`config.mk`:
```
export PLATFORM = sky130hd
export DESIGN_NAME = mybusmatrix5x7_in_hold_flat
export DESIGN_NICKNAME = d
export VERILOG_FILES = /design/src/rtl/mybusmatrix5x7_in_hold_if.sv /design/src/rtl/mybusmatrix5x7_in_hold.sv /design/src/flat_wrapper.sv
export SDC_FILE = /design/constraint.sdc
export NUM_CORES = 1
export LEC_CHECK = 0
export ABC_CLOCK_PERIOD_IN_PS = 1480
export CAP_MARGIN = 25
export CORE_AREA = 8 8 114 74
export CTS_CLUSTER_DIAMETER = 30
export CTS_CLUSTER_SIZE = 12
export DETAILED_ROUTE_END_ITERATION = 16
export DIE_AREA = 0 0 122 82
export GPL_TIMING_DRIVEN = 0
export PLACE_DENSITY = 0.86
export SLEW_MARGIN = 20
export SYNTH_ARGS = -nofsm -noshare
export SYNTH_HDL_FRONTEND = slang
export SYNTH_SLANG_ARGS = --single-unit
export TNS_END_PERCENT = 20
```
`constraint.sdc`:
```
create_clock -name HCLK -period 1.48 [get_ports HCLK]
set_input_delay 0.296 -clock HCLK [delete_from_list [all_inputs] [get_ports HCLK]]
set_output_delay 0.296 -clock HCLK [all_outputs]
set_load 0.01 [all_outputs]
```
`src/rtl/mybusmatrix5x7_in_hold_if.sv`:
```
// Master-side AHB bus signals of one bus-matrix master port.
// The slave modport is the view taken by the input stage; the master modport
// is the view of whatever drives the port (the master or a testbench).
interface mybusmatrix5x7_in_hold_if #(
  parameter int ADDR_WIDTH = 32
);
  logic                  HSELS;
  logic [ADDR_WIDTH-1:0] HADDRS;
  logic [1:0]            HTRANSS;
  logic                  HWRITES;
  logic [2:0]            HSIZES;
  logic [2:0]            HBURSTS;
  logic [3:0]            HPROTS;
  logic                  HMASTLOCKS;
  logic                  HREADYS;
  logic                  HREADYOUTS;
  logic [1:0]            HRESPS;

  modport slave (
    input  HSELS, HADDRS, HTRANSS, HWRITES, HSIZES, HBURSTS, HPROTS,
           HMASTLOCKS, HREADYS,
    output HREADYOUTS, HRESPS
  );

  modport master (
    output HSELS, HADDRS, HTRANSS, HWRITES, HSIZES, HBURSTS, HPROTS,
           HMASTLOCKS, HREADYS,
    input  HREADYOUTS, HRESPS
  );
endinterface

```
`src/rtl/mybusmatrix5x7_in_hold.sv`:
```
// Master-side input stage of the 5x7 AHB bus matrix (one per master port).
// A transfer that is not granted in its address phase is captured in a
// holding register and re-presented to the decoder/output stages until an
// output stage accepts it; the master is stalled meanwhile. A data_phase flag
// tracks when the serving slave's ready and response belong to this port.
module mybusmatrix5x7_in_hold #(
  parameter int ADDR_WIDTH = 32
) (
  input  logic                  HCLK,
  input  logic                  HRESETn,
  mybusmatrix5x7_in_hold_if.slave ahb,

  input  logic                  active_op,
  input  logic                  readyout_op,
  input  logic [1:0]            resp_op,

  output logic                  sel_op,
  output logic [ADDR_WIDTH-1:0] addr_op,
  output logic [1:0]            trans_op,
  output logic                  write_op,
  output logic [2:0]            size_op,
  output logic [2:0]            burst_op,
  output logic [3:0]            prot_op,
  output logic                  lock_op,
  output logic                  held_tran_op
);

  // Address-phase control of one transfer, as captured in the holding register.
  typedef struct packed {
    logic [ADDR_WIDTH-1:0] addr;
    logic [1:0]            trans;
    logic                  write;
    logic [2:0]            size;
    logic [2:0]            burst;
    logic [3:0]            prot;
    logic                  lock;
  } tran_t;

  tran_t live_tran;
  tran_t hold_q, hold_d;
  logic  held_tran_q, held_tran_d;
  logic  data_phase_q, data_phase_d;
  logic  new_tran;
  logic  accept;

  // Bundle the live master inputs so they can be captured in one assignment.
  always_comb begin
    live_tran.addr  = ahb.HADDRS;
    live_tran.trans = ahb.HTRANSS;
    live_tran.write = ahb.HWRITES;
    live_tran.size  = ahb.HSIZES;
    live_tran.burst = ahb.HBURSTS;
    live_tran.prot  = ahb.HPROTS;
    live_tran.lock  = ahb.HMASTLOCKS;
  end

  // Only NONSEQ/SEQ start a transfer; IDLE/BUSY are never held.
  assign new_tran = ahb.HSELS & ahb.HREADYS & ahb.HTRANSS[1];
  assign accept   = active_op & readyout_op;

  // Present the held transfer while one is pending, else pass the live one.
  always_comb begin
    sel_op   = 1'b0;
    trans_op = 2'b00;
    addr_op  = live_tran.addr;
    write_op = live_tran.write;
    size_op  = live_tran.size;
    burst_op = live_tran.burst;
    prot_op  = live_tran.prot;
    lock_op  = live_tran.lock;
    if (held_tran_q) begin
      sel_op   = 1'b1;
      trans_op = hold_q.trans;
      addr_op  = hold_q.addr;
      write_op = hold_q.write;
      size_op  = hold_q.size;
      burst_op = hold_q.burst;
      prot_op  = hold_q.prot;
      lock_op  = hold_q.lock;
    end else begin
      sel_op   = ahb.HSELS & ahb.HREADYS;
      trans_op = sel_op ? live_tran.trans : 2'b00;
    end
  end

  // Next state of the holding register and the data-phase flag.
  always_comb begin
    // NOTE: every variable gets a default before any branch, so no path can
    // leave it unassigned and infer a latch.
    hold_d       = hold_q;
    held_tran_d  = held_tran_q;
    data_phase_d = data_phase_q;

    if (held_tran_q) begin
      if (accept) held_tran_d = 1'b0;
    end else if (new_tran && !accept) begin
      hold_d      = live_tran;
      held_tran_d = 1'b1;
    end

    // A fresh accept wins over completion, keeping back-to-back beats in the
    // data phase.
    if (accept && sel_op && trans_op[1]) begin
      data_phase_d = 1'b1;
    end else if (readyout_op) begin
      data_phase_d = 1'b0;
    end
  end

  // State registers; an asynchronous reset discards any held transfer.
  always_ff @(posedge HCLK or negedge HRESETn) begin
    if (!HRESETn) begin
      // NOTE: the holding register is reset along with the flags so its
      // contents are defined even though they are only used while held.
      hold_q       <= '0;
      held_tran_q  <= 1'b0;
      data_phase_q <= 1'b0;
    end else begin
      // NOTE: non-blocking assignments so all registers update together from
      // values computed before the clock edge.
      hold_q       <= hold_d;
      held_tran_q  <= held_tran_d;
      data_phase_q <= data_phase_d;
    end
  end

  assign held_tran_op   = held_tran_q;
  assign ahb.HREADYOUTS = held_tran_q ? 1'b0 : (data_phase_q ? readyout_op : 1'b1);
  assign ahb.HRESPS     = (data_phase_q && !held_tran_q) ? resp_op : 2'b00;

endmodule
```
`src/flat_wrapper.sv`:
```
// flat-port wrapper written by rule: the top's interface ports become plain ports
module mybusmatrix5x7_in_hold_flat 
#(
  parameter int ADDR_WIDTH = 32
)
  (HCLK, HRESETn, active_op, readyout_op, resp_op, sel_op, addr_op, trans_op, write_op, size_op, burst_op, prot_op, lock_op, held_tran_op, ahb_HSELS, ahb_HADDRS, ahb_HTRANSS, ahb_HWRITES, ahb_HSIZES, ahb_HBURSTS, ahb_HPROTS, ahb_HMASTLOCKS, ahb_HREADYS, ahb_HREADYOUTS, ahb_HRESPS);
  mybusmatrix5x7_in_hold_if #(.ADDR_WIDTH(ADDR_WIDTH)) ahb_i ();
  input  logic HCLK;
  input  logic HRESETn;
  input  logic active_op;
  input  logic readyout_op;
  input  logic [1:0] resp_op;
  output logic sel_op;
  output logic [ADDR_WIDTH-1:0] addr_op;
  output logic [1:0] trans_op;
  output logic write_op;
  output logic [2:0] size_op;
  output logic [2:0] burst_op;
  output logic [3:0] prot_op;
  output logic lock_op;
  output logic held_tran_op;
  input wire logic [$bits(ahb_i.HSELS)-1:0] ahb_HSELS;
  input wire logic [$bits(ahb_i.HADDRS)-1:0] ahb_HADDRS;
  input wire logic [$bits(ahb_i.HTRANSS)-1:0] ahb_HTRANSS;
  input wire logic [$bits(ahb_i.HWRITES)-1:0] ahb_HWRITES;
  input wire logic [$bits(ahb_i.HSIZES)-1:0] ahb_HSIZES;
  input wire logic [$bits(ahb_i.HBURSTS)-1:0] ahb_HBURSTS;
  input wire logic [$bits(ahb_i.HPROTS)-1:0] ahb_HPROTS;
  input wire logic [$bits(ahb_i.HMASTLOCKS)-1:0] ahb_HMASTLOCKS;
  input wire logic [$bits(ahb_i.HREADYS)-1:0] ahb_HREADYS;
  output wire logic [$bits(ahb_i.HREADYOUTS)-1:0] ahb_HREADYOUTS;
  output wire logic [$bits(ahb_i.HRESPS)-1:0] ahb_HRESPS;
  assign ahb_i.HSELS = ahb_HSELS;
  assign ahb_i.HADDRS = ahb_HADDRS;
  assign ahb_i.HTRANSS = ahb_HTRANSS;
  assign ahb_i.HWRITES = ahb_HWRITES;
  assign ahb_i.HSIZES = ahb_HSIZES;
  assign ahb_i.HBURSTS = ahb_HBURSTS;
  assign ahb_i.HPROTS = ahb_HPROTS;
  assign ahb_i.HMASTLOCKS = ahb_HMASTLOCKS;
  assign ahb_i.HREADYS = ahb_HREADYS;
  assign ahb_HREADYOUTS = ahb_i.HREADYOUTS;
  assign ahb_HRESPS = ahb_i.HRESPS;
  mybusmatrix5x7_in_hold #(.ADDR_WIDTH(ADDR_WIDTH)) u_core (.HCLK(HCLK), .HRESETn(HRESETn), .ahb(ahb_i), .active_op(active_op), .readyout_op(readyout_op), .resp_op(resp_op), .sel_op(sel_op), .addr_op(addr_op), .trans_op(trans_op), .write_op(write_op), .size_op(size_op), .burst_op(burst_op), .prot_op(prot_op), .lock_op(lock_op), .held_tran_op(held_tran_op));
endmodule
```
==> flow_summary.yaml, run 1 <==
run_status:
  status: "finished, violations left"
  violations: "setup timing"
worst_setup_path:
  critPathRequiredTime_ps: 1180
  r2r_slack_ps: -260
  cp.arrival_ps: 1510
  critPathLaunchType: "register"
  r2r-end: "u_core.hold_q[34]$_DFFE_PN0P_"
  worstReg2RegStart: "u_core.held_tran_op$_DFF_PN0_"
  r2r_cells: 5
  worstPathMaxFanout: 7
  crit_type: "reg -> out"
  end_kind: "primary output"
cts:
  insertion_delay_ps: 290
  cts.sinks: 48
  clk_path_buf_depth: 2
  root_buffer: "clkbuf_8"
  cts_buffers: 5
  htree_num_levels: 2
  clk_pin_slew_ps: 90
  cts_tree: "yes"
global_route:
  grt_pass1_wl_mm: 10.79
  grt_pass1_vias: 2057
  grt_overflow: 0
  grt_max_degree: 30
  antenna_found_initial: 0
  grt_usage: 0.1368
synthesis:
  synth_top_area_share: 0.4690
  synth_cells: 166
  synth_nets: 220
  yosys-top-cells-area: "dfrtp_1 (47%), mux2_4 (23%), mux2_2 (22%), buf_12 (3.1%), clkbuf_1 (0.88%)"
  yosys.area.top_type: "dfrtp_1"
  netlist-cell-type-count: 17
  yosysWarningCount: 0
  synth.avg_cell_area_um2: 15.43
  synth.ff_latch_count: 48
  yosysSeqAreaShare: 0.4690
  synth_area_um2: 2561
floorplan:
  core_area_um2: 6877
  die_x_um: 122
  rows: 24
  fp.dieH_um: 82
  die_area_um2: 10000
  io_pins: 105
  start_util: 0.3725
sta:
  drv_slew: 0
  tightest_slew_ps: 507.2
  whs_ps: 392.4
  setup_slack_ps: -322.5
  hold_viol: 0
  fmax_ghz: 0.5548
  min_period_ps: 1802
  fin_tns_setup_ps: -24750
  rsz0062_at_grt: "true"
  period_share: 1.218
  setup_viol: 95
  fin_skew_ps: 9.910
  slew_headroom: 0.6618
min_path:
  hold_depth: 3
  min_from: "ahb_HREADYS"
  holdPathEnd: "u_core.held_tran_op$_DFF_PN0_"
  hold_class: "in -> reg"
power:
  p_leak_nw: 2.119
  vdd_drop_max_mv: 0.5187
  power_density_nw_per_um2: 1098
routing:
  num_vias: 1815
  wirelength_mm: 7.210
  via_per_inst: 4.751
  ant_nets: 0
  route.detailed.drc: 0
  wl_per_cell_um: 18.87
  dr.pass1.iters: 3
  drt-initial-drc-count: 52
layout:
  drive_above_1_share: 0.6323
  diodes: 0
  fin_nets: 345
  area_growth_pct: 70.01
  fin_area_um2: 4354
  finalCoreUtilization: 0.6332
place:
  port_buffers: 104
  placed_cell_area_um2: 3732
  globalplace.congestion: 0.7061
  place_hpwl_mm: 4.960
job:
  cap_violations: 0
==> cell families after synthesis <==
group                  Yosys count  synth area share
AND/OR/NAND/NOR                 11           0.02394
buffers and inverters           13           0.04739
flip-flops                      48            0.4690
AO/OA/AOI/OAI                    5           0.01124
multiplexers                    89            0.4485
==> how the worst max path moves through the flow <==
stage / slack [ps] / to / from
finish: -320 / addr_op[19] / u_core.held_tran_op$_DFF_PN0_
global route: -360 / addr_op[19] / u_core.held_tran_op$_DFF_PN0_
CTS: -470 / prot_op[1] / u_core.held_tran_op$_DFF_PN0_
detailed placement: -770 / addr_op[15] / u_core.held_tran_op$_DFF_PN0_
global placement: -1280 / u_core.hold_q[45]$_DFFE_PN0P_ / HRESETn
floorplan: -120 / u_core.hold_q[10]$_DFFE_PN0P_ / u_core.held_tran_op$_DFF_PN0_
==> cells in the mapped netlist <==
cell / number
nand2b_1: 1
clkbuf_1: 6
nand2_1: 4
nand3_1: 1
buf_6: 1
mux2_4: 39
and3_1: 2
buf_12: 4
or3_1: 1
inv_1: 2
and2_1: 1
a21oi_1: 2
a22o_1: 1
nand3_2: 1
dfrtp_1: 48
o21ai_0: 2
mux2_2: 50
==> cell usage in the layout, fill, tap and decap left out, drive strengths merged <==
master,n
clkinv,1
dlygate4sd3,1
and2,1
inv,1
or3,1
clkbuf,16
a21oi,2
o21ai,2
dfrtp,48
buf,67
and3,2
mux2,89
dlygate4sd2,1
clkdlybuf4s50,50
nand3,2
dlymetal6s2s,1
nand2,4
a22o,1
nand2b,1
==> flip-flops by register name (all words and copies together) (netlist names) <==
register and flops:
u_core.hold_q 46, u_core.data_phase_q 1, u_core.held_tran_op 1
==> critical path, cell delays in order, from the launching register on <==
cell and delay, ps:
dfrtp_2 460, buf_12 160, clkbuf_16 160, mux2_4 310, buf_6 120
==> report_power, final <==
| part | leakage, nW | switching, W | internal [W] | total (W) |
|---|---|---|---|---|
| Combinational | 1.50 | 0.000650 | 0.00142 | 0.00207 |
| Sequential | 0.572 | 0.000223 | 0.00166 | 0.00189 |
| Clock | 0.0503 | 0.000406 | 0.000417 | 0.000822 |
==> what timing repair did <==
item / 4_1_cts / 5_1_grt
buffers inserted: 1 / 5
endpoints found under the setup margin: 98 / 96
pin swaps: 0 / 1
hold buffers: 1 / 0
endpoints found under the hold margin: 19 / 0
cloned: 0 / 6
resized for setup: 256 / 77
==> metrics by stage <==
step                      setup slack (ps)  power, W  instances
final                               -322.5  0.004779        382
after global routing                -361.9  0.005038        382
after CTS                           -465.2  0.004586        371
after detailed placement            -772.1  0.003545        362
after global placement               -1276  0.003486        361
after floorplan                     -124.2  0.002774        166
==> per-layer routing <==
layer  track usage  wire length [µm]  share of wire
met1        0.1642              3210           0.45
met3       0.05422               525          0.073
met4       0.03672                48         0.0067
met2        0.2260              3425           0.48
met5             0                 0              0
==> area by class of cell <==
type | instances | area [µm²]
Clock buffer | 7 | 96.34
Timing Repair Buffer | 118 | 1246
Multi-Input combinational cell | 105 | 1440
Inverter | 2 | 20.02
Sequential cell | 48 | 1202
Buffer | 11 | 235.2
Tap cell | 91 | 113.9
Fill cell | 516 | 2522
Note: power is estimated with default switching activity, not from simulation.
==> inputs of run 2 (changes only) <==
- HOLD_SLACK_MARGIN: default -> 0.15
==> results of run 2 <==
The final DEF is identical to that of run 1; final timing and power are the same.
==> inputs of run 3 (changes only) <==
- CORE_AREA: 8 8 114 74 -> 8 8 91 93
- DIE_AREA: 0 0 122 82 -> 0 0 99 101
- PLACE_DENSITY: 0.86 -> 0.84
==> run 3 against run 2 <==
The flow still finishes with violations (setup timing); sequential share of layout area increased by 1.6 points; critical path depth grew 2; via count shrank 0.33%.
==> flow_summary.yaml, run 3 (same netlist as run 1, synthesis figures left out) <==
floorplan:
  core_area_um2: 6943
  die_area_um2: 9999
  die_x_um: 99
  start_util: 0.3689
  rows: 31
  io_pins: 105
  fp.dieH_um: 101
power:
  total_power_w: 0.004560
  power_density_nw_per_um2: 1109
  vdd_drop_max_mv: 0.4719
  p_leak_nw: 2.002
layout:
  drive_above_1_share: 0.6034
  fin_area_um2: 4110
  regArea_um2: 1202
  final_common_cell: "mux2_4"
  finalCoreUtilization: 0.5920
  nFillCells: 556
  largest-register: "u_core.hold_q"
  multiInputGateArea_um2: 1338
  area_growth_pct: 60.48
  largest_register_ff_count: 46
  diodes: 0
  fin_nets: 343
  final_cell_mix: "mux2_4 (62), clkdlybuf4s50_1 (51), dfrtp_1 (47), buf_6 (29), mux2_2 (27)"
cts:
  cts.sinks: 48
  clk_pin_slew_ps: 90
  clk_path_buf_depth: 2
  cts_tree: "yes"
  root_buffer: "clkbuf_8"
  htree_num_levels: 2
  cts_buffers: 5
  insertion_delay_ps: 290
global_route:
  grt_pass1_vias: 1997
  grt_overflow: 0
  grt_pass1_wl_mm: 10.08
  grt_max_degree: 26
  grt_usage: 0.1266
  antenna_found_initial: 0
sta:
  min_period_ps: 1801
  whs_ps: 361.3
  slew_headroom: 0.6053
  drv_slew: 0
  rsz0062_at_grt: "true"
  fin_skew_ps: 3.264
  setup_slack_ps: -320.6
  setup_viol: 96
  fmax_ghz: 0.5554
  tightest_slew_ps: 592.0
  hold_viol: 0
  period_share: 1.217
routing:
  wl_met1_mm: 3.029
  route.detailed.drc: 0
  dr.max_layer_used: "met4"
  via_per_inst: 4.863
  dr.pass1.iters: 4
  ant_nets: 0
  wl_per_cell_um: 18.03
  wl_met3_um: 388
  wirelength_mm: 6.707
  num_vias: 1809
  drt-initial-drc-count: 25
  met2_length_mm: 3.240
worst_setup_path:
  critPathRequiredTime_ps: 1180
  cp.arrival_ps: 1500
  end_kind: "primary output"
  crit_type: "reg -> out"
  critPathLaunchType: "register"
  r2r_slack_ps: -260
  worstPathMaxFanout: 7
  r2r_cells: 5
place:
  placed_cell_area_um2: 3721
  globalplace.congestion: 0.6546
  dp_worst_setup_slack_ps: -744.8
  port_buffers: 104
  place_hpwl_mm: 4.679
min_path:
  hold_depth: 3
  hold_class: "in -> reg"
run_status:
  violations: "setup timing"
  status: "finished, violations left"
job:
  cap_violations: 0
run 3: cell count changes in the layout (fill, tap and decap cells not counted), sizes merged:
cell,delta
buf,-18
dlygate4sd2,-1
clkbuf,+17
clkinv,-1
clkdlybuf4s50,+1
inv,+1
run 3: path summary, 6_finish.rpt:
kind | startpoint | to
worst max register to register | u_core.held_tran_op$_DFF_PN0_ | u_core.hold_q[17]$_DFFE_PN0P_
worst max-delay path | u_core.held_tran_op$_DFF_PN0_ | ahb_HRESPS[1]
worst min-delay path | ahb_HREADYS | u_core.held_tran_op$_DFF_PN0_
max in group asynchronous | HRESETn | u_core.held_tran_op$_DFF_PN0_
worst min register to register | u_core.hold_q[13]$_DFFE_PN0P_ | u_core.hold_q[13]$_DFFE_PN0P_
min in group asynchronous | HRESETn | u_core.hold_q[41]$_DFFE_PN0P_
run 3: final cells by class:
type	count	area share
flip-flops and latches	48	0.2925
repair buffers	117	0.2886
multi-input cells	105	0.3254
well taps	82	0.02496
clock buffers	8	0.02192
plain buffers	10	0.04414
inverters	2	0.002435
run 3: per-layer routing:
layer,track usage,up-vias
met3,0.04558,5
met4,0.02952,0
met2,0.2115,63
met5,0,-
li1,-,840
met1,0.1510,901
run 3: where the power goes:
| part | leakage (nW) | switching (W) | internal (W) |
|---|---|---|---|
| Clock | 0.0455 | 0.000440 | 0.000382 |
| Sequential | 0.572 | 0.000195 | 0.00166 |
| Combinational | 1.38 | 0.000598 | 0.00128 |
| Total | 2.00 | 0.00123 | 0.00333 |
run 3: through the flow:
| step | TNS (ps) | cells |
|---|---|---|
| finish | -26520 | 372 |
| global route | -31280 | 372 |
| CTS | -31100 | 363 |
| detailed placement | -59410 | 353 |
| global placement | -120920 | 352 |
| floorplan | -7998 | 166 |
run 3: what timing repair did:
item	CTS	global route
setup buffers	1	4
gates resized for setup	130	144
hold buffers	1	0
pin swaps	0	1
setup endpoints to repair	98	96
cloned	0	6
endpoints found under the hold margin	24	0
run 3: critical path, cell delays in order (launching register included):
cell,delay (ps)
dfrtp_2,460
buf_12,170
buf_12,130
buf_6,110
inv_4,50
and3_1,150
buf_2,130
